$ cat config.mk
export PLATFORM = sky130hd
export DESIGN_NAME = plic_claim_complete
export DESIGN_NICKNAME = d
export VERILOG_FILES = /design/src/rtl/plic_pkg.sv /design/src/rtl/plic_gateway.sv /design/src/rtl/plic_claim_complete.sv
export SDC_FILE = /design/constraint.sdc
export NUM_CORES = 1
export LEC_CHECK = 0
export ABC_AREA = 1
export CAP_MARGIN = 25
export CORE_UTILIZATION = 43
export CTS_CLUSTER_SIZE = 8
export DETAILED_ROUTE_END_ITERATION = 10
export GPL_TIMING_DRIVEN = 0
export PLACE_DENSITY = 0.82
export SLEW_MARGIN = 30
export SYNTH_ARGS = -nofsm -noshare
export SYNTH_HDL_FRONTEND = slang
export SYNTH_HIERARCHICAL = 1
export SYNTH_SLANG_ARGS = --single-unit
$ cat constraint.sdc
create_clock -name clk -period 1.1 [get_ports clk]
set_clock_uncertainty 0.1 [all_clocks]
set_input_delay 0.11 -clock clk [delete_from_list [all_inputs] [get_ports clk]]
set_output_delay 0.11 -clock clk [all_outputs]
set_load 0.01 [all_outputs]
$ cat src/rtl/plic_pkg.sv
// Shared types and helpers for the PLIC target-side claim/complete block.
// Holds gateway state encoding, ID width and the ID range helper.
package plic_pkg;

  typedef enum logic [1:0] {
    IDLE,
    PENDING,
    IN_SERVICE
  } gateway_state_t;

  localparam int ID_W = 32;
  localparam logic [ID_W-1:0] NONE_ID = '0;

  function automatic logic id_in_range(
    input logic [ID_W-1:0] id,
    input int unsigned     n
  );
    return (id != NONE_ID) && (id <= ID_W'(n));
  endfunction

endpackage

$ cat src/rtl/plic_gateway.sv
// Per-source interrupt gateway: IDLE -> PENDING -> IN_SERVICE -> IDLE.
// Macro PLIC_EDGE_TRIGGER_EN adds edge-mode capture with a one-deep missed flag.
module plic_gateway
  import plic_pkg::*;
(
  input  logic clk,
  input  logic n_rst,
  input  logic irq_src_i,
`ifdef PLIC_EDGE_TRIGGER_EN
  input  logic edge_mode_i,
`endif
  input  logic claim_hit_i,
  input  logic complete_hit_i,
  output logic pending_o,
  output logic in_service_o
);

  gateway_state_t state_q, state_d;
  logic trig;
  logic repend;

`ifdef PLIC_EDGE_TRIGGER_EN
  logic prev_q;
  logic missed_q, missed_d;
  logic rise;

  assign rise   = irq_src_i & ~prev_q;
  assign trig   = edge_mode_i ? rise : irq_src_i;
  assign repend = missed_q | (edge_mode_i & rise);

  // An edge that lands while busy is remembered once; later ones are dropped.
  always_comb begin
    missed_d = missed_q;
    if (complete_hit_i && state_q == IN_SERVICE)
      missed_d = 1'b0;
    else if (edge_mode_i && rise && state_q != IDLE)
      missed_d = 1'b1;
  end

  // Previous irq level and missed flag.
  always_ff @(posedge clk or negedge n_rst) begin
    if (!n_rst) begin
      prev_q   <= 1'b0;
      missed_q <= 1'b0;
    end else begin
      prev_q   <= irq_src_i;
      missed_q <= missed_d;
    end
  end
`else
  assign trig   = irq_src_i;
  assign repend = 1'b0;
`endif

  // Gateway next state.
  always_comb begin
    state_d = state_q;
    case (state_q)
      IDLE:       if (trig) state_d = PENDING;
      PENDING:    if (claim_hit_i) state_d = IN_SERVICE;
      IN_SERVICE: if (complete_hit_i)
                    state_d = repend ? PENDING : IDLE;
      default:    state_d = IDLE;
    endcase
  end

  // Gateway state register.
  always_ff @(posedge clk or negedge n_rst) begin
    if (!n_rst) state_q <= IDLE;
    else        state_q <= state_d;
  end

  assign pending_o    = (state_q == PENDING);
  assign in_service_o = (state_q == IN_SERVICE);

endmodule

$ cat src/rtl/plic_claim_complete.sv
// PLIC target front end: gateways, claim/complete handshake, ext_irq.
// Macro PLIC_EDGE_TRIGGER_EN adds the irq_edge_mode port.
module plic_claim_complete #(
  parameter int N_INTERRUPTS = 32,
  parameter int ID_W         = 32
) (
  input  logic                    clk,
  input  logic                    n_rst,
  input  logic [N_INTERRUPTS-1:0] irq_src,
  input  logic [N_INTERRUPTS-1:0] irq_enable,
`ifdef PLIC_EDGE_TRIGGER_EN
  input  logic [N_INTERRUPTS-1:0] irq_edge_mode,
`endif
  input  logic [ID_W-1:0]         active_id,
  input  logic [ID_W-1:0]         active_priority,
  input  logic [ID_W-1:0]         threshold,
  input  logic                    claim_req,
  input  logic                    complete_req,
  input  logic [ID_W-1:0]         complete_id,
  output logic [N_INTERRUPTS-1:0] pending_interrupts,
  output logic [N_INTERRUPTS-1:0] in_service,
  output logic                    claim_valid,
  output logic [ID_W-1:0]         claim_id,
  output logic                    ext_irq
);

  import plic_pkg::*;

  logic [N_INTERRUPTS-1:0] pend;
  logic [N_INTERRUPTS-1:0] claim_hit;
  logic [N_INTERRUPTS-1:0] complete_hit;
  logic                    claimable;

  logic            claim_valid_q, claim_valid_d;
  logic [ID_W-1:0] claim_id_q, claim_id_d;
  logic            ext_irq_q, ext_irq_d;

  assign claimable = id_in_range(active_id, N_INTERRUPTS)
                   && (active_priority > threshold);

  for (genvar j = 0; j < N_INTERRUPTS; j++) begin : g_src
    assign claim_hit[j] = claim_req && claimable
                        && (active_id == ID_W'(j + 1));
    assign complete_hit[j] = complete_req
                           && (complete_id == ID_W'(j + 1));

    plic_gateway u_gw (
      .clk            (clk),
      .n_rst          (n_rst),
      .irq_src_i      (irq_src[j]),
`ifdef PLIC_EDGE_TRIGGER_EN
      .edge_mode_i    (irq_edge_mode[j]),
`endif
      .claim_hit_i    (claim_hit[j]),
      .complete_hit_i (complete_hit[j]),
      .pending_o      (pend[j]),
      .in_service_o   (in_service[j])
    );
  end

  // Claim response and registered interrupt request.
  always_comb begin
    claim_valid_d = claim_req;
    claim_id_d    = claim_id_q;
    ext_irq_d     = claimable && !claim_req;
    if (claim_req)
      claim_id_d = claimable ? active_id : NONE_ID;
  end

  // Output registers.
  always_ff @(posedge clk or negedge n_rst) begin
    if (!n_rst) begin
      claim_valid_q <= 1'b0;
      claim_id_q    <= '0;
      ext_irq_q     <= 1'b0;
    end else begin
      claim_valid_q <= claim_valid_d;
      claim_id_q    <= claim_id_d;
      ext_irq_q     <= ext_irq_d;
    end
  end

  assign pending_interrupts = pend & irq_enable;
  assign claim_valid        = claim_valid_q;
  assign claim_id           = claim_id_q;
  assign ext_irq            = ext_irq_q;

endmodule

==> results.sh <==
export IMPL_status="complete, but fails checks"
export IMPL_critPathKind="in -> reg"
export IMPL_grt_max_degree=60
export IMPL_synth_ff_type="dfrtp_1"
export IMPL_p_per_area_mw_per_mm2=648
export IMPL_met1_length_um=11600
export IMPL_ctsRootBufferMaster="clkbuf_16"
export IMPL_via_per_inst=5.49
export IMPL_final_common_cell="nand2_1"
export IMPL_worst_pin_slew_ns=0.438
export IMPL_final_setup_viol_count=149
export IMPL_synth_top_cell_area_share=0.364
export IMPL_crit_path_end_kind="register"
export IMPL_worst_slack_ns=-0.942
export IMPL_vias=9775
export IMPL_synth_cells=1023
export IMPL_wl_per_cell_um=20.2
export IMPL_first_pass_iters=7
export IMPL_period_needed_ns=2.04
export IMPL_syn_nets=1251
export IMPL_crit_slowest_cell="clkdlybuf4s50_1"
export IMPL_share_comb_of_total_power=0.196
export IMPL_arrival_ns=2.19
export IMPL_yosys_warnings=6
export IMPL_dp_hpwl_um=16900
export IMPL_cts_tree="built"
export IMPL_p_sw_mw=2.60
export IMPL_ys_seq_elements=98
export IMPL_worst_hold_slack_ns=-0.0211
export IMPL_clk_pin_slew_ns=0.08
export IMPL_core_mm2=0.0153
export IMPL_routed_wl_um=36000
export IMPL_fin_util=0.878
export IMPL_port_buffers=293
export IMPL_yosysTopAreaCell="dfrtp_1"
export IMPL_max_stage_delay_ns=0.49
export IMPL_fillers=733
export IMPL_die_w_um=127
export IMPL_fmax_mhz=490
export IMPL_violations="negative hold slack, negative setup slack"
export IMPL_htreeDepth=3
export IMPL_ff_latch_area_mm2=0.00246
export IMPL_synth_area_leaders="dfrtp_1 (36%), nand2_1 (16%), inv_1 (14%)"
export IMPL_power_frac_seq=0.416
export IMPL_grt_total_usage=0.325
export IMPL_area_growth_pct=99.0
export IMPL_ios=294
export IMPL_syn_area_mm2=0.00673
export IMPL_place_congestion=0.881
export IMPL_top_layer="met4"
export IMPL_wl_met3_um=3910
export IMPL_gr_total_overflow=0
export IMPL_synthArstFlopShare=1.00
export IMPL_cts_buffer_depth=2
export IMPL_wl_met2_um=17200
export IMPL_grt_pass1_wl_um=41100
export IMPL_drt_iter0_drc=883
export IMPL_seq_area_frac_synth=0.364
export IMPL_power_mw=8.68
export IMPL_multi_input_area_mm2=0.00499
export IMPL_intPower_mw=6.09
export IMPL_placed_area_mm2=0.0104
export IMPL_grt_antenna_before_repair=2
export IMPL_clkPwrFrac=0.388
export IMPL_first_global_vias=8515
export IMPL_swShare=0.299
export IMPL_syn_area_per_cell_um2=6.58
export IMPL_worstPathRequired_ns=1.25
export IMPL_clk_latency_ns=0.38
export IMPL_drv_slew=0
export IMPL_cts_buffers_inserted=9
export IMPL_hold_viol=2
export IMPL_synth_edff_count=0
export IMPL_drcViolationCount=0
export IMPL_drive_gt1_frac=0.582
export IMPL_ir_drop_mv=0.714
export IMPL_die_area_mm2=0.0162
export IMPL_setup_worst_path_start_class="primary input"
export IMPL_synth_distinct_cells=28
export IMPL_crit_chain="clkdlybuf4s50_1, nor4_4, nand3b_1, clkbuf_8, nor2_1, nor3_1, o21bai_2"
export IMPL_rsz0062_at_grt="yes"
export IMPL_layout_common_cells="nand2_1 (189), buf_4 (186), buf_2 (129)"
export IMPL_p_leak_nw=7.23
export IMPL_hp_class="in -> reg"
export IMPL_maxSlewHeadroom=0.707
export IMPL_start_util=0.441
export IMPL_rows=45
export IMPL_pre_cts_ws_ns=-1.59
export IMPL_post_route_period_util=1.86
export IMPL_drv_cap=0
export IMPL_stdcell_area_mm2=0.0134
export IMPL_path_max_fanout=5
export IMPL_ant_nets=0
export IMPL_nNetsFinal=1792
export IMPL_fp_dieH_um=127
export IMPL_cts_sinks=98
==> Yosys cell counts, types with 3 or more instances <==
| library cell | n |
|---|---|
| o21bai_2 | 32 |
| a21oi_1 | 13 |
| nor2_1 | 188 |
| nor4_1 | 9 |
| nor2_4 | 3 |
| nand4_1 | 6 |
| inv_1 | 243 |
| nand3_1 | 38 |
| dfrtp_1 | 98 |
| ha_1 | 32 |
| clkbuf_1 | 4 |
| nor3_1 | 34 |
| nor2_2 | 11 |
| nand2_1 | 294 |
==> registers in the layout, indices dropped and copies added, names as in the netlist <==
register            cells
g_src.u_gw/state_q     64
claim_valid             1
ext_irq                 1
claim_id               32
==> worst paths after layout <==
kind	startpoint	depth (start not counted)	endpoint	slack (ns)
worst max-delay path	complete_id[5]	7	g_src[7].u_gw/state_q[1]$_DFFE_PN0P_	-0.94
min in group asynchronous	n_rst	2	g_src[25].u_gw/state_q[1]$_DFFE_PN0P_	0.13
worst min register to register	claim_id[0]$_DFFE_PN0P_	2	claim_id[0]$_DFFE_PN0P_	0.38
worst min-delay path	active_id[1]	3	claim_id[1]$_DFFE_PN0P_	-0.02
max in group asynchronous	n_rst	3	g_src[15].u_gw/state_q[0]$_DFFE_PN0P_	0.11
worst max register to register	g_src[5].u_gw/state_q[0]$_DFFE_PN0P_	7	g_src[5].u_gw/state_q[1]$_DFFE_PN0P_	-0.41
==> worst max-delay path: cells and delay by family <==
family                 cells  cell delay (ns)
buffers and inverters      2             0.78
and+or+nand+nor            4             1.08
AOI/OAI and AO/OA          1             0.21
==> per-stage QoR <==
stage	setup TNS, ns	std cells
3_5_place_dp	-129.05	1528
3_3_place_gp	-504.72	1527
4_1_cts	-47.41	1691
2_1_floorplan	-38.05	1023
5_1_grt	-73.35	1782
6_report	-62.35	1782
==> cells by family after synthesis <==
group	after synthesis	synth area share
adder cells (fa/ha/maj)	32	0.0595
flip-flops	98	0.364
AO/OA/AOI/OAI	51	0.0688
AND/OR/NAND/NOR	591	0.365
buffers and inverters	251	0.143
==> layer usage <==
| metal | global-route usage | vias up |
|---|---|---|
| met4 | 0.158 | 0 |
| met3 | 0.0603 | 307 |
| met1 | 0.361 | 4555 |
| met5 | 0 | - |
| li1 | - | 4143 |
| met2 | 0.597 | 770 |
==> layout make-up <==
cell class | count | share of cell area
clock inverters | 7 | 0.00533
well taps | 211 | 0.0197
repair buffers | 530 | 0.324
plain buffers | 8 | 0.00607
flip-flops and latches | 98 | 0.184
clock buffers | 9 | 0.0168
diodes | 2 | 0.000374
multi-input cells | 674 | 0.372
inverters | 243 | 0.0713
==> power groups by stage <==
stage	registers [mW]	logic (mW)	clock network (mW)
after floorplan	3.68	0.504	0
after global placement	3.68	1.47	0
after detailed placement	3.68	1.51	0
after CTS	3.61	1.51	3.20
after global routing	3.61	1.83	3.52
final	3.61	1.70	3.37
==> repair_timing <==
action	in CTS	in global routing
setup endpoints to repair	195	191
hold endpoints to repair	98	0
setup buffers	143	90
pin swaps	198	92
hold buffers	1	0
gates cloned	3	0
resized for setup	1096	246
(Power assumes the default switching activity.)
==> RTL edit, RTL diff (same flow settings) <==
The output `ext_irq` loses its register stage (`ext_irq_q` becomes a continuous assignment).
--- a/src/rtl/plic_claim_complete.sv
+++ b/src/rtl/plic_claim_complete.sv
@@ -74,3 +74,2 @@
       claim_id_q    <= '0;
-      ext_irq_q     <= 1'b0;
     end else begin
@@ -78,5 +77,6 @@
       claim_id_q    <= claim_id_d;
-      ext_irq_q     <= ext_irq_d;
     end
   end
+
+  assign ext_irq_q = ext_irq_d;
 
Behaviour: not the same (a bounded check fails within 4 cycles, from zero or initial values and one cycle with n_rst low).
==> RTL edit against the original RTL <==
The run ends with negative setup slack left; design area is 1.9% higher; synthesized area shrank 0.37%; count of clock-buffer cells in the layout is the same; worst setup slack better by 0.044 ns; power grew 2.8%; via count increased by 3.5%; critical path type unchanged; largest cell class unchanged; sequential cell count down 1; routed wire length grew 9.2%.
==> RTL edit: results (changes against the original RTL) <==
drive_gt1_share_pct: 60.2  # +2.0 points
hold_end: "claim_id[5]$_DFFE_PN0P_"
synth_compound_area_share_pct: 6.91  # +0.026 points
r2r-start: "g_src[22].u_gw/state_q[1]$_DFFE_PN0P_"
hold_viol: 0  # -2
run_status: "complete, but fails checks"
critical_path_arrival_ns: 2.15  # -0.04 ns
fin_setup_tns_ns: -71.20  # -8.85 ns
p_leak_nw: 7.36  # +1.9%
tightest_slew_ns: 0.560  # +0.122 ns
setup_ws_ns: -0.898  # +0.0439 ns
worstReg2RegEnd: "g_src[22].u_gw/state_q[1]$_DFFE_PN0P_"
grt_first_pass_wirelength_um: 40900  # -0.45%
final-clk-cell-share_pct: 2.26  # +0.050 points
register_area_um2: 2450  # -0.61%
setup_viol: 165  # +11%
gr-usage-met2_pct: 60.5  # +0.84 points
use_met1_pct: 34.2  # -1.9 points
reg2reg_depth: 5  # -2
drt-met1-wl_um: 11800  # +1.7%
dp_slack_ns: -1.62  # -0.0325 ns
dr.first_iter.drc_count: 1218  # +38%
crit_end: "g_src[13].u_gw/state_q[1]$_DFFE_PN0P_"
violations: "negative setup slack"
synth_fa_ha_area_share_pct: 5.97  # +0.022 points
pg_clk_mw: 3.50  # +4%
multi_input_area_share_pct: 37.6  # +0.37 points
synth_common_cells: "nand2_1, inv_1, nor2_1, dfrtp_1, nand3_1"
==> RTL edit: cell count changes after synthesis <==
cell / change
dfrtp_1: -1
==> RTL edit: through the flow <==
stage          hold slack (ns)  instances  area, µm²
2_1_floorplan           -0.286       1022       7180
3_3_place_gp             0.364       1503      10400
3_5_place_dp           -0.0280       1504      10400
4_1_cts                 0.0789       1643      11900
5_1_grt                 0.0284       1745      13600
6_report                0.0313       1745      13600
==> RTL edit: worst reg2reg max path, stage by stage (launching register included) <==
cell and delay (ns):
dfrtp_1 0.41, inv_2 0.07, buf_6 0.13, buf_4 0.12, nor3_1 0.43, o21bai_4 0.24
==> RTL edit: timing repair <==
action | 4_1_cts | 5_1_grt
cloned | 3 | 0
pin swaps | 193 | 153
endpoints found under the hold margin | 82 | 1
endpoints found under the setup margin | 194 | 209
setup buffers | 120 | 99
hold buffers | 1 | 1
gates resized for setup | 1085 | 336
